`src/rtl/bound_counter.sv`:
```
`default_nettype none
// +--------------------------------------------------------------------+
// | bound_counter: registered up/down counter between programmable     |
// | bounds with optional bounce and one-cycle bound-hit pulses.        |
// | Revision: 1.0                                                      |
// +--------------------------------------------------------------------+
module bound_counter #(
  parameter int unsigned        WIDTH = 5,
  parameter logic [WIDTH-1:0]   INIT  = '0
) (
  input  logic             clk,
  input  logic             rst_n,
  input  logic             clear,
  input  logic             load_en,
  input  logic [WIDTH-1:0] load_val,
  input  logic             start,
  input  logic             dir,
  input  logic             stop,
  input  logic             bounce_en,
  input  logic [WIDTH-1:0] lo_bound,
  input  logic [WIDTH-1:0] hi_bound,
  output logic [WIDTH-1:0] count,
  output logic [1:0]       state,
  output logic             busy,
  output logic             hit_hi,
  output logic             hit_lo
);

  typedef enum logic [1:0] {
    S_IDLE = 2'b00,
    S_UP   = 2'b01,
    S_DOWN = 2'b10
  } state_t;

  state_t           r_state;
  state_t           w_state_nxt;
  logic [WIDTH-1:0] r_count;
  logic [WIDTH-1:0] w_count_nxt;
  logic             r_hit_hi;
  logic             r_hit_lo;
  logic             w_hit_hi_nxt;
  logic             w_hit_lo_nxt;

  always_ff @(posedge clk or negedge rst_n) begin
    if (!rst_n) begin
      r_state  <= S_IDLE;
      r_count  <= INIT;
      r_hit_hi <= 1'b0;
      r_hit_lo <= 1'b0;
    end else begin
      r_state  <= w_state_nxt;
      r_count  <= w_count_nxt;
      r_hit_hi <= w_hit_hi_nxt;
      r_hit_lo <= w_hit_lo_nxt;
    end
  end

  // Bound compares use >= / <= so a count loaded outside the window turns
  // instead of stepping further, which also rules out wrap-around.
  always_comb begin
    w_state_nxt  = r_state;
    w_count_nxt  = r_count;
    w_hit_hi_nxt = 1'b0;
    w_hit_lo_nxt = 1'b0;
    if (clear) begin
      w_state_nxt = S_IDLE;
      w_count_nxt = INIT;
    end else if (load_en) begin
      w_count_nxt = load_val;
    end else if (stop) begin
      w_state_nxt = S_IDLE;
    end else begin
      case (r_state)
        S_IDLE: begin
          if (start) begin
            w_state_nxt = dir ? S_UP : S_DOWN;
          end
        end
        S_UP: begin
          if (r_count >= hi_bound) begin
            w_hit_hi_nxt = 1'b1;
            w_state_nxt  = bounce_en ? S_DOWN : S_IDLE;
          end else begin
            w_count_nxt = r_count + 1'b1;
          end
        end
        S_DOWN: begin
          if (r_count <= lo_bound) begin
            w_hit_lo_nxt = 1'b1;
            w_state_nxt  = bounce_en ? S_UP : S_IDLE;
          end else begin
            w_count_nxt = r_count - 1'b1;
          end
        end
        default: begin
          w_state_nxt = S_IDLE;
        end
      endcase
    end
  end

  assign count  = r_count;
  assign state  = r_state;
  assign busy   = (r_state != S_IDLE);
  assign hit_hi = r_hit_hi;
  assign hit_lo = r_hit_lo;

endmodule
`default_nettype wire

```
`config.mk`:
```
export PLATFORM = sky130hd
export DESIGN_NAME = bound_counter
export DESIGN_NICKNAME = d
export VERILOG_FILES = /design/src/rtl/bound_counter.sv
export SDC_FILE = /design/constraint.sdc
export NUM_CORES = 1
export LEC_CHECK = 0
export BUFFER_PORTS_ARGS = -buffer_cell sky130_fd_sc_hd__buf_2
export CORE_MARGIN = 10
export CORE_UTILIZATION = 52
export CTS_BUF_LIST = sky130_fd_sc_hd__clkbuf_8
export DETAILED_ROUTE_END_ITERATION = 12
export PLACE_DENSITY = 0.82
export REMOVE_ABC_BUFFERS = 1
export SYNTH_ARGS = -nofsm -noshare
export SYNTH_HDL_FRONTEND = slang
export SYNTH_SLANG_ARGS = --single-unit
export TNS_END_PERCENT = 10
```
`constraint.sdc`:
```
create_clock -name clk -period 2.5 [get_ports clk]
set_input_delay 0.5 -clock clk [delete_from_list [all_inputs] [get_ports clk]]
set_output_delay 0.5 -clock clk [all_outputs]
set_load 0.03 [all_outputs]
```
# Word-level counts from Yosys, hierarchy flattened
# Cells that the tools add are included.
# W data, S select, Z words.
# totals
in_bits	23
ff_bits	9
output_inout_bits	10
# classes
reduce_logical	5
mux	26
n_lt_le_gt_ge	2
n_addsub	2
eq_ne	9
# ops
cell	count
$mux W5	5
$ne A4 B4 Y1 const B	5
$mux W2	8
$mux W1	11
$pmux W5 S2	1
$reduce_and A4 Y1	2
$pmux W2 S3	1
$add A5 B1 Y5 const B	1
$ge A5 B5 Y1	1
$le A5 B5 Y1	1
$sub A5 B1 Y5 const B	1
$reduce_bool A4 Y1	1
$ne A3 B3 Y1 const B	1
$eq A2 B1 Y1 const B	1
$eq A2 B2 Y1 const B	1
$logic_not A2 Y1	1
$ne A2 B2 Y1 const B	1
$reduce_bool A2 Y1	1

# Longest topological paths before layout
# Gate-level depths: netlist of run 1.
# logic_depth
word_depth	6
ltp_mapped	8
mapped_depth_nobuf	8

# Worst setup path before layout of run 1
# Ideal clock, no wire load.
# synth_timing
kind	reg-to-reg
start	register r_state[0], in the netlist state[0]
end	register r_count[4], in the netlist count[4]
required_time_ps	2369
stages_incl_launch_ff	9
t_arrival_ps	2038
period_less_slack_ps	2169
n_path_buf	0
setup_ps	131
path_slack_ps	331
cell_sequence	dfrtp_1 > inv_1 > ha_1 > fa_1 > a21o_1 > a21oi_1 > xnor2_1 > o21ai_0 > mux2i_1
# synth_between
elab_chain_len	5
word_cells_on_any_way	10
classes_between	4 x eq/ne; 4 x mux; 2 x reduce/logical
# synth_lines
element	line_no	source
start, declared	35	state_t r_state;
start signal, assigned	51	r_state <= w_state_nxt;
$eq A2 B2 Y1 / $eq A2 B1 Y1 (equally long branches)	73	case (r_state)
$pmux W5 S2	73	
$mux W5	70	end else if (stop) begin
$mux W5	68	end else if (load_en) begin
$mux W5	65	if (clear) begin
end signal, assigned	52	r_count <= w_count_nxt;
end, declared	37	logic [WIDTH-1:0] r_count;
# Several ways; a longest one is shown, not always the timed one. The select of a mux whose other input is x is not followed.
# A chain may end at the register's enable or synchronous reset.

# Worst setup path in the final report of run 1
# layout_timing
start	register r_state[0], in the netlist state[0]
end	register r_count[3], in the netlist count[3]
# The elaborated chain is that of the path after synthesis.

==> results of run 1 <==
## cells by family after synthesis
kind of cell | count (synthesis) | synth area share
AOI/OAI and AO/OA | 34 | 0.2742
adders and majority gates | 18 | 0.2340
and+or+nand+nor | 18 | 0.1057
buffers and inverters | 17 | 0.06415
DFF | 9 | 0.2264
muxes | 6 | 0.06038
xor gates and xnor gates | 4 | 0.03523
## worst max-delay path, delay by kind of cell, from the launching register on
family	cells	cell delay (ps)
AOI/OAI and AO/OA	3	520
xor gates and xnor gates	1	150
adders and majority gates	2	800
muxes	1	100
DFF	1	420
buffers and inverters	1	100
## layer usage
| metal | vias up | track usage | wire (µm) |
|---|---|---|---|
| li1 | 458 | - | - |
| met1 | 419 | 0.1519 | 1170 |
| met2 | 30 | 0.2073 | 1184 |
| met3 | 6 | 0.05226 | 171 |
| met4 | 0 | 0.06557 | 50 |
| met5 | - | 0 | 0 |
## cells in the mapped netlist
cell,instances,share of area
sky130_fd_sc_hd__a211oi_1,2,0.015
sky130_fd_sc_hd__a31oi_4,1,0.021
sky130_fd_sc_hd__o21ai_1,1,0.0050
sky130_fd_sc_hd__inv_1,15,0.057
sky130_fd_sc_hd__and4_1,1,0.0088
sky130_fd_sc_hd__a21boi_0,1,0.0075
sky130_fd_sc_hd__a31oi_1,1,0.0063
sky130_fd_sc_hd__o22ai_1,1,0.0063
sky130_fd_sc_hd__a21o_1,3,0.023
sky130_fd_sc_hd__a221o_1,1,0.010
sky130_fd_sc_hd__mux2i_1,6,0.060
sky130_fd_sc_hd__a41o_2,1,0.011
sky130_fd_sc_hd__o211a_1,1,0.010
sky130_fd_sc_hd__nor2b_1,2,0.013
sky130_fd_sc_hd__a2bb2oi_1,1,0.0088
sky130_fd_sc_hd__o31ai_1,1,0.0075
sky130_fd_sc_hd__a41oi_2,1,0.016
sky130_fd_sc_hd__nand2_1,4,0.015
sky130_fd_sc_hd__nor4_1,1,0.0063
sky130_fd_sc_hd__a21oi_1,7,0.035
sky130_fd_sc_hd__o211ai_1,1,0.0075
sky130_fd_sc_hd__or4_1,2,0.015
sky130_fd_sc_hd__fa_1,1,0.020
sky130_fd_sc_hd__xnor2_1,3,0.026
sky130_fd_sc_hd__xor2_1,1,0.0088
sky130_fd_sc_hd__ha_1,17,0.21
sky130_fd_sc_hd__nand2b_1,3,0.019
sky130_fd_sc_hd__clkbuf_1,2,0.0075
sky130_fd_sc_hd__o31ai_4,1,0.021
sky130_fd_sc_hd__nor4bb_1,1,0.010
sky130_fd_sc_hd__a31o_2,1,0.0088
sky130_fd_sc_hd__dfrtp_1,9,0.23
sky130_fd_sc_hd__nand3_1,1,0.0050
sky130_fd_sc_hd__nor2_1,2,0.0075
sky130_fd_sc_hd__o21ai_0,4,0.020
sky130_fd_sc_hd__a311oi_1,1,0.0088
sky130_fd_sc_hd__a22oi_1,2,0.015
sky130_fd_sc_hd__a211o_1,1,0.0088
sky130_fd_sc_hd__and3_1,1,0.0063
## report_power, final
group / total (W) / leakage (nW) / switching, W / internal (W)
clock: 0.000166 / 0.0269 / 0.0000586 / 0.000107
combinational: 0.000192 / 0.548 / 0.000111 / 0.0000807
sequential: 0.000172 / 0.121 / 0.0000169 / 0.000155
## final timing paths
path / startpoint / endpoint / slack, ps / depth (start not counted)
worst max-delay path: state[0] / count[3] / 310 / 8
worst min-delay path: rst_n / hit_hi / 100 / 1
worst max register to register: state[0] / count[3] / 310 / 8
worst min register to register: state[1] / state[1] / 610 / 2
max in group asynchronous: rst_n / count[2] / 2220 / 1
min in group clk: stop / hit_hi / 530 / 2
## stage by stage
| stage | instances | utilization | power [W] | hold WS, ps | setup WS, ps |
|---|---|---|---|---|---|
| after floorplan | 104 | - | 0.0003010 | 204.4 | 331.7 |
| after global placement | 161 | 0.6681 | 0.0003567 | 355.9 | 373.2 |
| after detailed placement | 161 | 0.6681 | 0.0003651 | 358.7 | 286.9 |
| after CTS | 165 | 0.6936 | 0.0005326 | 106.5 | 313.6 |
| after global routing | 165 | 0.6936 | 0.0005649 | 117.8 | 155.8 |
| final | 165 | 0.6936 | 0.0005293 | 101.4 | 306.1 |
## state kept, by name, indices dropped and copies added (netlist names)
signal  count
count       5
hit_hi      1
hit_lo      1
state       2
## area by class of cell
| class | count | area [µm²] | area share |
|---|---|---|---|
| clock inverter | 1 | 3.754 | 0.003067 |
| inverter | 15 | 56.30 | 0.04601 |
| sequential | 9 | 225.2 | 0.1840 |
| tap | 25 | 31.28 | 0.02556 |
| timing repair buffer | 32 | 160.2 | 0.1309 |
| clock buffer | 3 | 41.29 | 0.03374 |
| multi-input combinational | 80 | 705.7 | 0.5767 |
==> results by stage, run 1 <==
Worst setup path:
- Of all nets on the critical path, the largest fanout is 10.
- The critical path goes through inv_1 -> ha_1 -> ha_1 -> a21o_1 -> a21oi_1 -> xnor2_1 -> mux2i_1 -> o31ai_1.
- The cell type with the highest occurrence count on the critical path is sky130_fd_sc_hd__ha_1.
- The type of destination of the critical path is a flip-flop.
- The worst endpoint required time is 2640 ps.
- The library cell contributing the largest single delay on the critical path is sky130_fd_sc_hd__ha_1.
- At the worst endpoint, the arrival time is 2330 ps.
- The kind of start point of the critical path is a flip-flop.
- The largest single stage delay on the critical path is about 470 ps.
- The startpoint-to-endpoint class of the critical path is flip-flop to flip-flop.

STA:
- The worst max-slew margin expressed relative to the limit is 0.6673.
- The transition time at the pin with the least slew margin is between 400 and 500 ps.
- For this run, the top clock speed supported by timing is 455.8 MHz.
- Counting I/O delays and the setup requirement, the final critical path takes 2194 ps.
- The number of endpoints failing setup at the final stage is 0.
- Of the available clock period, the critical path in the final layout requires 0.8776.
- The final setup skew is roughly 4 ps.
- The final hold violation count is 0.
- The max-slew violation count is 0.
- Setup repair after global routing left no endpoint under its margin.
- The setup TNS after final layout is 0 ps.

Pwr:
- In this run the power density over the cells is 432.6 mW/mm².
- IR analysis of the VDD net gives a maximum drop of ~0.00041 V.
- The analysis attributes to cell leakage a power of 0.6965 nW.

Die:
- The die area is 0.004062 mm².
- The initial utilization of the core area, before any placement, comes to 0.5638.
- The number of primary I/O pins is 33.
- Measured along the y axis, the die boundary spans approximately 64 µm.
- The floorplan has 15 rows.
- The placeable core region is 0.001764 mm².
- The die extent in x is approximately 64 µm.

Clocking:
- The clock-pin slew of the registers on the worst-case setup and hold paths is 40 ps.
- Post-CTS timing repair inserted 0 buffers for setup.
- Buffers inserted during clock tree synthesis total 3.
- The total of hold buffers inserted after clock tree synthesis is 0.
- The source-to-sink clock delay at the later pin of the worst-skew pair is ~240 ps.
- The maximum buffer depth of the clock tree is 2.
- TritonCTS built the clock tree.
- CTS built an H-tree with a depth of 1.
- The tree is rooted in a sky130_fd_sc_hd__clkbuf_8.
- The clock sink count is 9.
- The total of cells resized after clock tree synthesis is 0.

Synthesis:
- The netlist uses 39 different library cells.
- The count of warnings emitted by yosys is 0.
- In this run the cell area of the synthesized design comes to 994.7 µm².
- For this run, the register share of the synthesized area comes to 0.2264.
- The cell count after synthesis came out at 106.
- A synthesized cell averages 9.384 µm².
- The flip-flop and latch count after synthesis is 9.

Detailed routing:
- The initial DRC count is 19.
- In the routed layout, each cell is associated on average with a via count of about 5.5.
- The routed wirelength normalized by instance count is 15.61 µm.
- The total number of vias is 913.
- The antenna violation net count after detailed routing is 0.
- The first TritonRoute pass finished after 4 iterations.
- After detailed routing, the number of remaining DRC violations is 0.
- The routed design has 2576 µm of wire.

GRT:
- The total overflow reported by the global router is 0.
- The number of global-route vias before repair is roughly 950.
- The global-route wire length before repair is 4353 µm.
- In the global route stage, overall resource usage came out at 0.1318.
- The largest net degree at the start of global routing is 14.
- The number of antenna violations at the first check in global routing is 0.

Finish:
- In the final layout, the share of cells above drive strength 1 is 0.2857.
- Leaving out fill and tap cells, the most frequent cell in the layout is sky130_fd_sc_hd__buf_2.
- In the layout the commonest cells are sky130_fd_sc_hd__buf_2, sky130_fd_sc_hd__ha_1, sky130_fd_sc_hd__inv_1.
- The synthesis-to-finish area growth is 23.02%.
- The area of all placed cells without fillers is 0.001224 mm².
- The number of antenna diodes in the final layout is 0.
- The post-layout net count is approximately 180.
- After filler insertion, the fill cell instance count of the layout stands at 153.

Status:
- The flow ran to the end, and the final reports show no timing, DRC or antenna violations.

Worst hold path:
- The tightest min-delay check is of the input pin to async pin type.

Place:
- The final weighted congestion in routability-driven placement is 0.7814.
- The instance area after placement is 0.001179 mm².
- The HPWL reported at the end of detailed placement is 2081 µm.
- In this run the tool buffered the top-level ports with 32 buffer cells.

Run:
- The max capacitance violation total is 0.
Power figures use the tool's default switching activity.
==> run 2: changes to the inputs <==
--- a/config.mk
+++ b/config.mk
@@ -7,10 +7,10 @@
 export LEC_CHECK = 0
 export BUFFER_PORTS_ARGS = -buffer_cell sky130_fd_sc_hd__buf_2
 export CORE_MARGIN = 10
-export CORE_UTILIZATION = 52
+export CORE_UTILIZATION = 56
 export CTS_BUF_LIST = sky130_fd_sc_hd__clkbuf_8
 export DETAILED_ROUTE_END_ITERATION = 12
-export PLACE_DENSITY = 0.82
+export PLACE_DENSITY = 0.87
 export REMOVE_ABC_BUFFERS = 1
 export SYNTH_ARGS = -nofsm -noshare
 export SYNTH_HDL_FRONTEND = slang
==> constraint.sdc (replaced) <==
create_clock -name clk -period 2.8 [get_ports clk]
set_input_delay 0.56 -clock clk [delete_from_list [all_inputs] [get_ports clk]]
set_output_delay 0.56 -clock clk [all_outputs]
set_load 0.03 [all_outputs]
==> results by stage, run 2 (synthesized netlist as in run 1, its figures left out) <==
Die:
- The die extent in x is 62.15 µm (-2.5%).
- The placeable core region is 0.001708 mm² (-3.2%).
- The number of primary I/O pins is 33 (unchanged).
- The standard-cell row count is 15 (unchanged).
- The starting density of the core is 0.5824 (+0.01859).
- The height of the die is 62.15 µm (-2.5%).
- The die area came to 0.003862 mm² (-4.9%).

Clocking:
- The buffer count from post-CTS setup fixing is 0 (unchanged).
- The number of H-tree branching levels is 1 (unchanged).
- The root buffer cell chosen for the clock tree is sky130_fd_sc_hd__clkbuf_8.
- The total of cells resized after clock tree synthesis is 0 (unchanged).
- TritonCTS built the clock tree.
- The clock-pin slew of the registers on the worst-case setup and hold paths is 50 ps (about the same).
- The maximum buffer depth of the clock tree was 2 (unchanged).
- The number of buffers created by CTS was 3 (unchanged).
- The clock sink count came to 9 (unchanged).
- The source-to-sink clock delay at the later pin of the worst-skew pair is 230 ps (about the same).
- The total of hold buffers inserted after clock tree synthesis is 0 (unchanged).

Detailed routing:
- The total number of vias was 952 (+4.3%).
- The initial DRC count came to 28 (+9).
- The remaining design rule violation count came to 0 (unchanged).
- The antenna violation net count after detailed routing is 0 (unchanged).
- The post-detailed-route via-to-cell ratio is 5.770 (+4.3%).
- The iteration count of the initial detailed-routing pass was 4 (unchanged).
- The total routed wirelength is 2622 µm (+1.8%).
- The routed wirelength normalized by instance count came to 15.89 µm (+1.8%).

Run:
- The max capacitance violation total is 0 (unchanged).

Place:
- The HPWL reported at the end of detailed placement is 2217 µm (+6.5%).
- The final weighted congestion in routability-driven placement is 0.8084 (+3.5%).
- The quantity of I/O buffers inserted on ports was 32 (unchanged).

GRT:
- The number of antenna violations at the first check in global routing came to 0 (unchanged).
- The total global-route track usage was 0.1350 (+0.003192).
- The largest net degree at the start of global routing came to 14 (unchanged).
- The number of global-route vias before repair is 989 (+4.2%).
- The global-route wire length before repair is 4485 µm (+3.0%).
- The total overflow reported by the global router came to 0 (unchanged).

Worst setup path:
- The combined buffer and inverter count along the critical path is 1 (unchanged).
- The data arrival time at the worst-slack endpoint is 2350 ps (+20 ps).
- The type of destination of the critical path is a flip-flop.
- The largest fanout of any net on the critical path is 10 (unchanged).
- The worst endpoint required time came to 2930 ps (+290 ps).
- Walking the worst path, the cells encountered are inv_1 -> ha_1 -> ha_1 -> a21o_1 -> a21oi_1 -> xnor2_1 -> mux2i_1 -> o31ai_1.
- The register-to-register path setup slack came to 580 ps (+270 ps).
- The category of cells accounting for the largest share of critical-path delay is adder cells.
- On the critical path, the stage with the largest delay is an instance of sky130_fd_sc_hd__ha_1.
- The delay of the slowest cell on the worst path is 460 ps (about the same).
- The cell type with the highest occurrence count on the critical path is sky130_fd_sc_hd__ha_1.
- The kind of start point of the critical path is a flip-flop.
- The worst setup path is of the flip-flop to flip-flop kind.

STA:
- The fmax is 449.5 MHz (-1.4%).
- The final setup skew is 2.959 ps (-0.9372 ps).
- Setup repair after global routing left no endpoint under its margin.
- The max-slew violation count came to 0 (unchanged).
- The worst max-slew margin expressed relative to the limit was 0.6869 (+0.01967).
- The transition time at the pin with the least slew margin came to 469.6 ps (-29.50 ps).
- The share of the cycle needed by the critical path after routing is 0.7946 (-0.08296).
- The number of endpoints failing setup at the final stage is 0 (unchanged).
- The final hold violation count came to 0 (unchanged).
- The final worst hold slack is 169.8 ps (+68.42 ps).
- The post-route minimum period is 2225 ps (+30.98 ps).
- The setup TNS after final layout is 0 ps (unchanged).

Pwr:
- The switching power total is 0.0001664 W (-11%).
- The combinational cell fraction of total power is 0.364 (+0.002).
- The internal power summed over all cells is 0.0003059 W (-11%).
- The switching part of the total is 0.3523 (about the same).
- The share of total power in sequential cells is 0.325 (about the same).
- The maximum VDD drop is 0.0003114 V (-24%).
- The fraction of power consumed by the clock network was 0.310 (-0.003).
- The power density over cell area came to 386.0 mW/mm² (-11%).
- The leakage power is 0.6965 nW (unchanged).

Finish:
- The share of layout cells above drive strength 1 came to 0.2857 (unchanged).
- The number of inserted filler cells in the final layout was 143 (-6.5%).
- The post-layout net count is 182 (unchanged).
- The number of flip-flops under the largest register name is 5 (unchanged).
- In the layout the commonest cells are sky130_fd_sc_hd__buf_2, sky130_fd_sc_hd__ha_1, sky130_fd_sc_hd__inv_1.
- The core utilization of the finished layout was 0.7165 (+0.02287).
- The library cell used most frequently in the layout, excluding fill and tap cells, is sky130_fd_sc_hd__buf_2.
- The final antenna diode count is 0 (unchanged).
- The synthesis-to-finish area growth is 23.02% (unchanged).

Status:
- The flow ran to the end, and the final reports show no timing, DRC or antenna violations.

Worst hold path:
- The type of the most critical hold path is input pin to async pin.
## run 2: power groups by stage
stage / Combinational [W] / Clock [W] / Sequential (W)
finish: 0.000172 / 0.000147 / 0.000154
global route: 0.000195 / 0.000156 / 0.000155
detailed placement: 0.000171 / 0 / 0.000156
CTS: 0.000172 / 0.000149 / 0.000154
floorplan: 0.000102 / 0 / 0.000167
global placement: 0.000163 / 0 / 0.000154
## run 2: final cells by class
cell class	instances	area [µm²]	share of cell area
multi-input cells	80	705.7	0.5767
clock buffers	3	41.29	0.03374
repair buffers	32	160.2	0.1309
well taps	25	31.28	0.02556
clock inverters	1	3.754	0.003067
inverters	15	56.30	0.04601
flip-flops and latches	9	225.2	0.1840
## run 2: worst register-to-register path: stages, from the launching register on
cell and delay, ps:
sky130_fd_sc_hd__dfrtp_1 430, sky130_fd_sc_hd__inv_1 130, sky130_fd_sc_hd__ha_1 460, sky130_fd_sc_hd__ha_1 320, sky130_fd_sc_hd__a21o_1 160, sky130_fd_sc_hd__a21oi_1 170, sky130_fd_sc_hd__xnor2_1 150, sky130_fd_sc_hd__mux2i_1 100
sky130_fd_sc_hd__o31ai_1 210
## run 2: worst paths after layout
path,start,endpoint,depth (start not counted)
setup / recovery,state[0],count[3],8
hold / removal,rst_n,state[1],1
setup reg to reg,state[0],count[3],8
hold reg to reg,state[1],state[1],2
max in group asynchronous,rst_n,count[1],1
min in group clk,stop,hit_lo,2
## run 2: per-layer routing
metal | vias to the layer above | global-route usage | wire length [µm]
li1 | 460 | - | -
met1 | 438 | 0.1571 | 1039
met2 | 48 | 0.2295 | 1308
met3 | 6 | 0.03943 | 206
met4 | 0 | 0.04286 | 68
met5 | - | 0 | 0
## run 2: metrics by stage
step / setup WS, ps / area (µm²) / cells / power [W]
3_5_place_dp: 542.2 / 1179 / 161 / 0.0003269
4_1_cts: 560.4 / 1224 / 165 / 0.0004751
2_1_floorplan: 631.7 / 987.2 / 104 / 0.0002687
6_report: 575.1 / 1224 / 165 / 0.0004724
3_3_place_gp: 621.7 / 1179 / 161 / 0.0003175
5_1_grt: 422.4 / 1224 / 165 / 0.0005060
==> run 3: changes to the inputs <==
--- a/config.mk
+++ b/config.mk
@@ -5,12 +5,13 @@
 export SDC_FILE = /design/constraint.sdc
 export NUM_CORES = 1
 export LEC_CHECK = 0
+export ABC_AREA = 1
 export BUFFER_PORTS_ARGS = -buffer_cell sky130_fd_sc_hd__buf_2
 export CORE_MARGIN = 10
-export CORE_UTILIZATION = 56
+export CORE_UTILIZATION = 47
 export CTS_BUF_LIST = sky130_fd_sc_hd__clkbuf_8
 export DETAILED_ROUTE_END_ITERATION = 12
-export PLACE_DENSITY = 0.87
+export PLACE_DENSITY = 0.78
 export REMOVE_ABC_BUFFERS = 1
 export SYNTH_ARGS = -nofsm -noshare
 export SYNTH_HDL_FRONTEND = slang
==> constraint.sdc (replaced) <==
create_clock -name clk -period 1.9 [get_ports clk]
set_input_delay 0.38 -clock clk [delete_from_list [all_inputs] [get_ports clk]]
set_output_delay 0.38 -clock clk [all_outputs]
set_load 0.03 [all_outputs]
==> results by stage, run 3 <==
Status:
- The flow ran to the end, and the final reports show no timing, DRC or antenna violations.

Detailed routing:
- The antenna violation net count after detailed routing is 0 (unchanged).
- The initial DRC count is 47 (+68%).
- The post-detailed-route via-to-cell ratio came to 4.907 (-15%).
- The routed wirelength normalized by instance count came to 12.74 µm (-20%).
- The iteration count of the initial detailed-routing pass is 4 (unchanged).
- The total routed wirelength was 2739 µm (+4.5%).
- The total number of vias is 1055 (+11%).
- The remaining design rule violation count is 0 (unchanged).

Worst setup path:
- The most critical setup path has its startpoint at count[2].
- The data arrival time at the worst-slack endpoint is 1900 ps (-450 ps).
- Grouping stages by cell kind, the critical path spends the most delay in simple AND/OR/NAND/NOR gates.
- The delay of the slowest cell on the worst path is 460 ps (about the same).
- The type of destination of the critical path is a flip-flop.
- The critical path in this run is classified as flip-flop to flip-flop.
- The worst endpoint required time came to 2020 ps (-910 ps).
- The largest fanout of any net on the critical path is 6 (-4).
- The register-to-register path setup slack is 130 ps (-450 ps).
- The kind of start point of the critical path is a flip-flop.
- The slowest stage of the critical path is the sky130_fd_sc_hd__dfrtp_1 cell.
- The most numerous cell type found on the critical path is sky130_fd_sc_hd__nand2_1.
- The signal on the critical path passes through ha_1 -> nand2_1 -> nand2_1 -> a21oi_4 -> nand2_2 -> a21oi_4 -> nand2_4 -> nand2_1 -> nand2_1.
- The number of cells on the worst reg-to-reg path came to 9 (+1).
- The combined buffer and inverter count along the critical path is 0 (-1).
- The launching point of the worst reg2reg path is count[2].
- The endpoint identified for the worst register-to-register timing path is count[2].

GRT:
- The routing usage on met2 was 0.2097 (-0.01977).
- The met3 usage in global routing is 0.06856 (+0.02914).
- The global-route wire length before repair is 4574 µm (+2.0%).
- The global-route track usage on met1 is 0.1447 (-0.01235).
- The number of antenna violations at the first check in global routing is 0 (unchanged).
- The largest net degree at the start of global routing was 10 (-4).
- The total overflow reported by the global router came to 0 (unchanged).
- The total global-route track usage is 0.1304 (-0.004591).
- The most used routing layer is met2.
- The number of global-route vias before repair is 1058 (+7.0%).

Clocking:
- The source-to-sink clock delay at the later pin of the worst-skew pair came to 240 ps (about the same).
- The number of H-tree branching levels is 1 (unchanged).
- The clock-pin slew of the registers on the worst-case setup and hold paths is 40 ps (about the same).
- The TritonCTS clock tree is done.
- The root buffer cell chosen for the clock tree is sky130_fd_sc_hd__clkbuf_8.
- The maximum buffer depth of the clock tree is 2 (unchanged).
- The number of buffers created by CTS came to 3 (unchanged).
- The clock sink count came to 9 (unchanged).

Run:
- The max capacitance violation total is 0 (unchanged).

Worst hold path:
- The path with the worst hold slack has its endpoint at hit_hi.
- Along the worst hold path, the cell count comes to 2.
- The critical hold path startpoint is stop.
- The worst hold path belongs to the class input pin to flip-flop.

Die:
- The die extent in x is 66.98 µm (+7.8%).
- The number of primary I/O pins is 33 (unchanged).
- The starting density of the core is 0.5130 (-0.06942).
- The height of the die is 66.98 µm (+7.8%).
- The standard-cell row count is 16 (+1).
- The die area came to 0.004486 mm² (+16%).
- The placeable core region is 0.002022 mm² (+18%).

Synthesis:
- The biggest area contributor in the post-synthesis netlist is sky130_fd_sc_hd__dfrtp_1.
- The number of instances in the synthesized netlist is 147 (+39%).
- The sequential fraction of the synthesis area is 0.2171 (-0.009286).
- The mean instance size in the synthesized netlist is 7.056 µm² (-25%).
- Counting instances in the post-synthesis netlist gives the leading cell types as sky130_fd_sc_hd__nand2_1, sky130_fd_sc_hd__inv_1, sky130_fd_sc_hd__ha_1.
- The fraction of synthesized cell area taken by the top area cell type came to 0.2171 (-0.009286).
- The flip-flop and latch count after synthesis was 9 (unchanged).
- The most frequently used cell type in the post-synthesis netlist is sky130_fd_sc_hd__nand2_1.
- The cell area after technology mapping is 0.001037 mm² (+4.3%).
- For this run, the leading register cell type out of synthesis is sky130_fd_sc_hd__dfrtp_1.
- The count of distinct cell types in the synthesized netlist is 23 (-41%).
- The number of synthesized flops with an enable pin is 0 (unchanged).
- Yosys attributes the largest share of cell area to sky130_fd_sc_hd__dfrtp_1, sky130_fd_sc_hd__ha_1, sky130_fd_sc_hd__nand2_1.
- The share of synthesized flip-flops with an asynchronous set or reset is 1.000 (unchanged).
- The count of warnings emitted by yosys is 0 (unchanged).

Finish:
- Leaving out fill and tap cells, the most frequent cell in the layout is sky130_fd_sc_hd__nand2_1.
- The number of flip-flops under the largest register name was 5 (unchanged).
- The multi-input combinational cell area was 738.2 µm² (+4.6%).
- The top cell types in the final layout, fill and taps aside, are sky130_fd_sc_hd__nand2_1, sky130_fd_sc_hd__buf_2, sky130_fd_sc_hd__inv_1.
- The share of layout cells above drive strength 1 was 0.2872 (+0.001520).
- The post-layout net count is 230 (+26%).
- The area growth from synthesis to layout is 29.31%.
- The area of all sequential standard cells is 225.2 µm² (unchanged).
- The final antenna diode count was 0 (unchanged).
- The core utilization of the finished layout came to 0.6634 (-0.05312).
- The number of inserted filler cells in the final layout was 194 (+36%).

STA:
- The final hold violation count is 0 (unchanged).
- The number of endpoints failing setup at the final stage was 0 (unchanged).
- The max-slew violation count was 0 (unchanged).
- The transition time at the pin with the least slew margin is 453.3 ps (-16.28 ps).
- Setup repair after global routing left no endpoint under its margin.
- The worst max-slew margin expressed relative to the limit was 0.6967 (+0.009739).
- The post-route minimum period was 1773 ps (-451.7 ps).
- The final setup skew is 4.059 ps (+1.101 ps).
- The fmax was 564.0 MHz (+25%).
- The share of the cycle needed by the critical path after routing is 0.9333 (+0.1387).
- The setup TNS after final layout is 0 ps (unchanged).

Pwr:
- The leakage power is 0.7859 nW (+13%).
- The total power is 0.0008044 W (+70%).
- The power density over cell area is 599.7 mW/mm² (+55%).
- The maximum VDD drop was 0.0004717 V (+51%).

Place:
- The final weighted congestion in routability-driven placement was 0.8733 (+8.0%).
- The HPWL reported at the end of detailed placement was 2292 µm (+3.4%).
- The quantity of I/O buffers inserted on ports was 32 (unchanged).
[run 3: final cells by class]
type / count / area share
tap: 27 / 0.02519
sequential: 9 / 0.1679
inverter: 25 / 0.07369
multi-input combinational: 113 / 0.5504
timing repair buffer: 37 / 0.1493
clock inverter: 1 / 0.002798
clock buffer: 3 / 0.03078
[run 3: kinds of logic (layout without fill, tap and decap cells)]
| logic type | Yosys count | in the layout | share of synthesized area |
|---|---|---|---|
| and+or+nand+nor | 78 | 78 | 0.3450 |
| AOI/OAI and AO/OA | 16 | 16 | 0.1098 |
| DFF | 9 | 9 | 0.2171 |
| buffers and inverters | 25 | 66 | 0.09529 |
| xor gates and xnor gates | 1 | 1 | 0.008445 |
| adders and majority gates | 18 | 18 | 0.2244 |
[run 3: metal layers]
| metal | wire length (µm) | share of wire |
|---|---|---|
| met1 | 1240 | 0.45 |
| met2 | 1213 | 0.44 |
| met3 | 225 | 0.082 |
| met4 | 60 | 0.022 |
| met5 | 0 | 0 |
[run 3: how the worst max path moves through the flow]
| stage | end | slack (ps) | cells past startpoint |
|---|---|---|---|
| 6_report | count[2] | 130 | 9 |
| 5_1_grt | count[3] | 30 | 9 |
| 4_1_cts | count[3] | 30 | 10 |
| 3_5_place_dp | count[3] | 60 | 10 |
| 3_3_place_gp | count[3] | 140 | 10 |
| 2_1_floorplan | count[3] | -60 | 10 |
[run 3: stage by stage]
stage | hold WS, ps | instance area (µm²) | worst slack, ps | instances
final | 359.1 | 1341 | 126.8 | 215
after global routing | 370.9 | 1341 | 27.40 | 215
after CTS | 353.6 | 1309 | 34.40 | 214
after detailed placement | 242.1 | 1254 | 60.34 | 209
after global placement | 240.7 | 1254 | 140.8 | 209
after floorplan | 84.41 | 1037 | -62.49 | 147
[run 3: power breakdown]
part	total (W)	leakage [nW]	internal, W	switching [W]
logic	0.000348	0.638	0.000136	0.000212
registers	0.000237	0.121	0.000209	0.0000275
clock network	0.000219	0.0269	0.000141	0.0000782
total	0.000804	0.786	0.000486	0.000318
[run 3: repair_timing]
action                                  CTS  global route
hold buffers                              1             0
setup buffers                             0             1
hold endpoints to repair                  9             0
endpoints found under the setup margin    0             3
gates resized for setup                   0             3
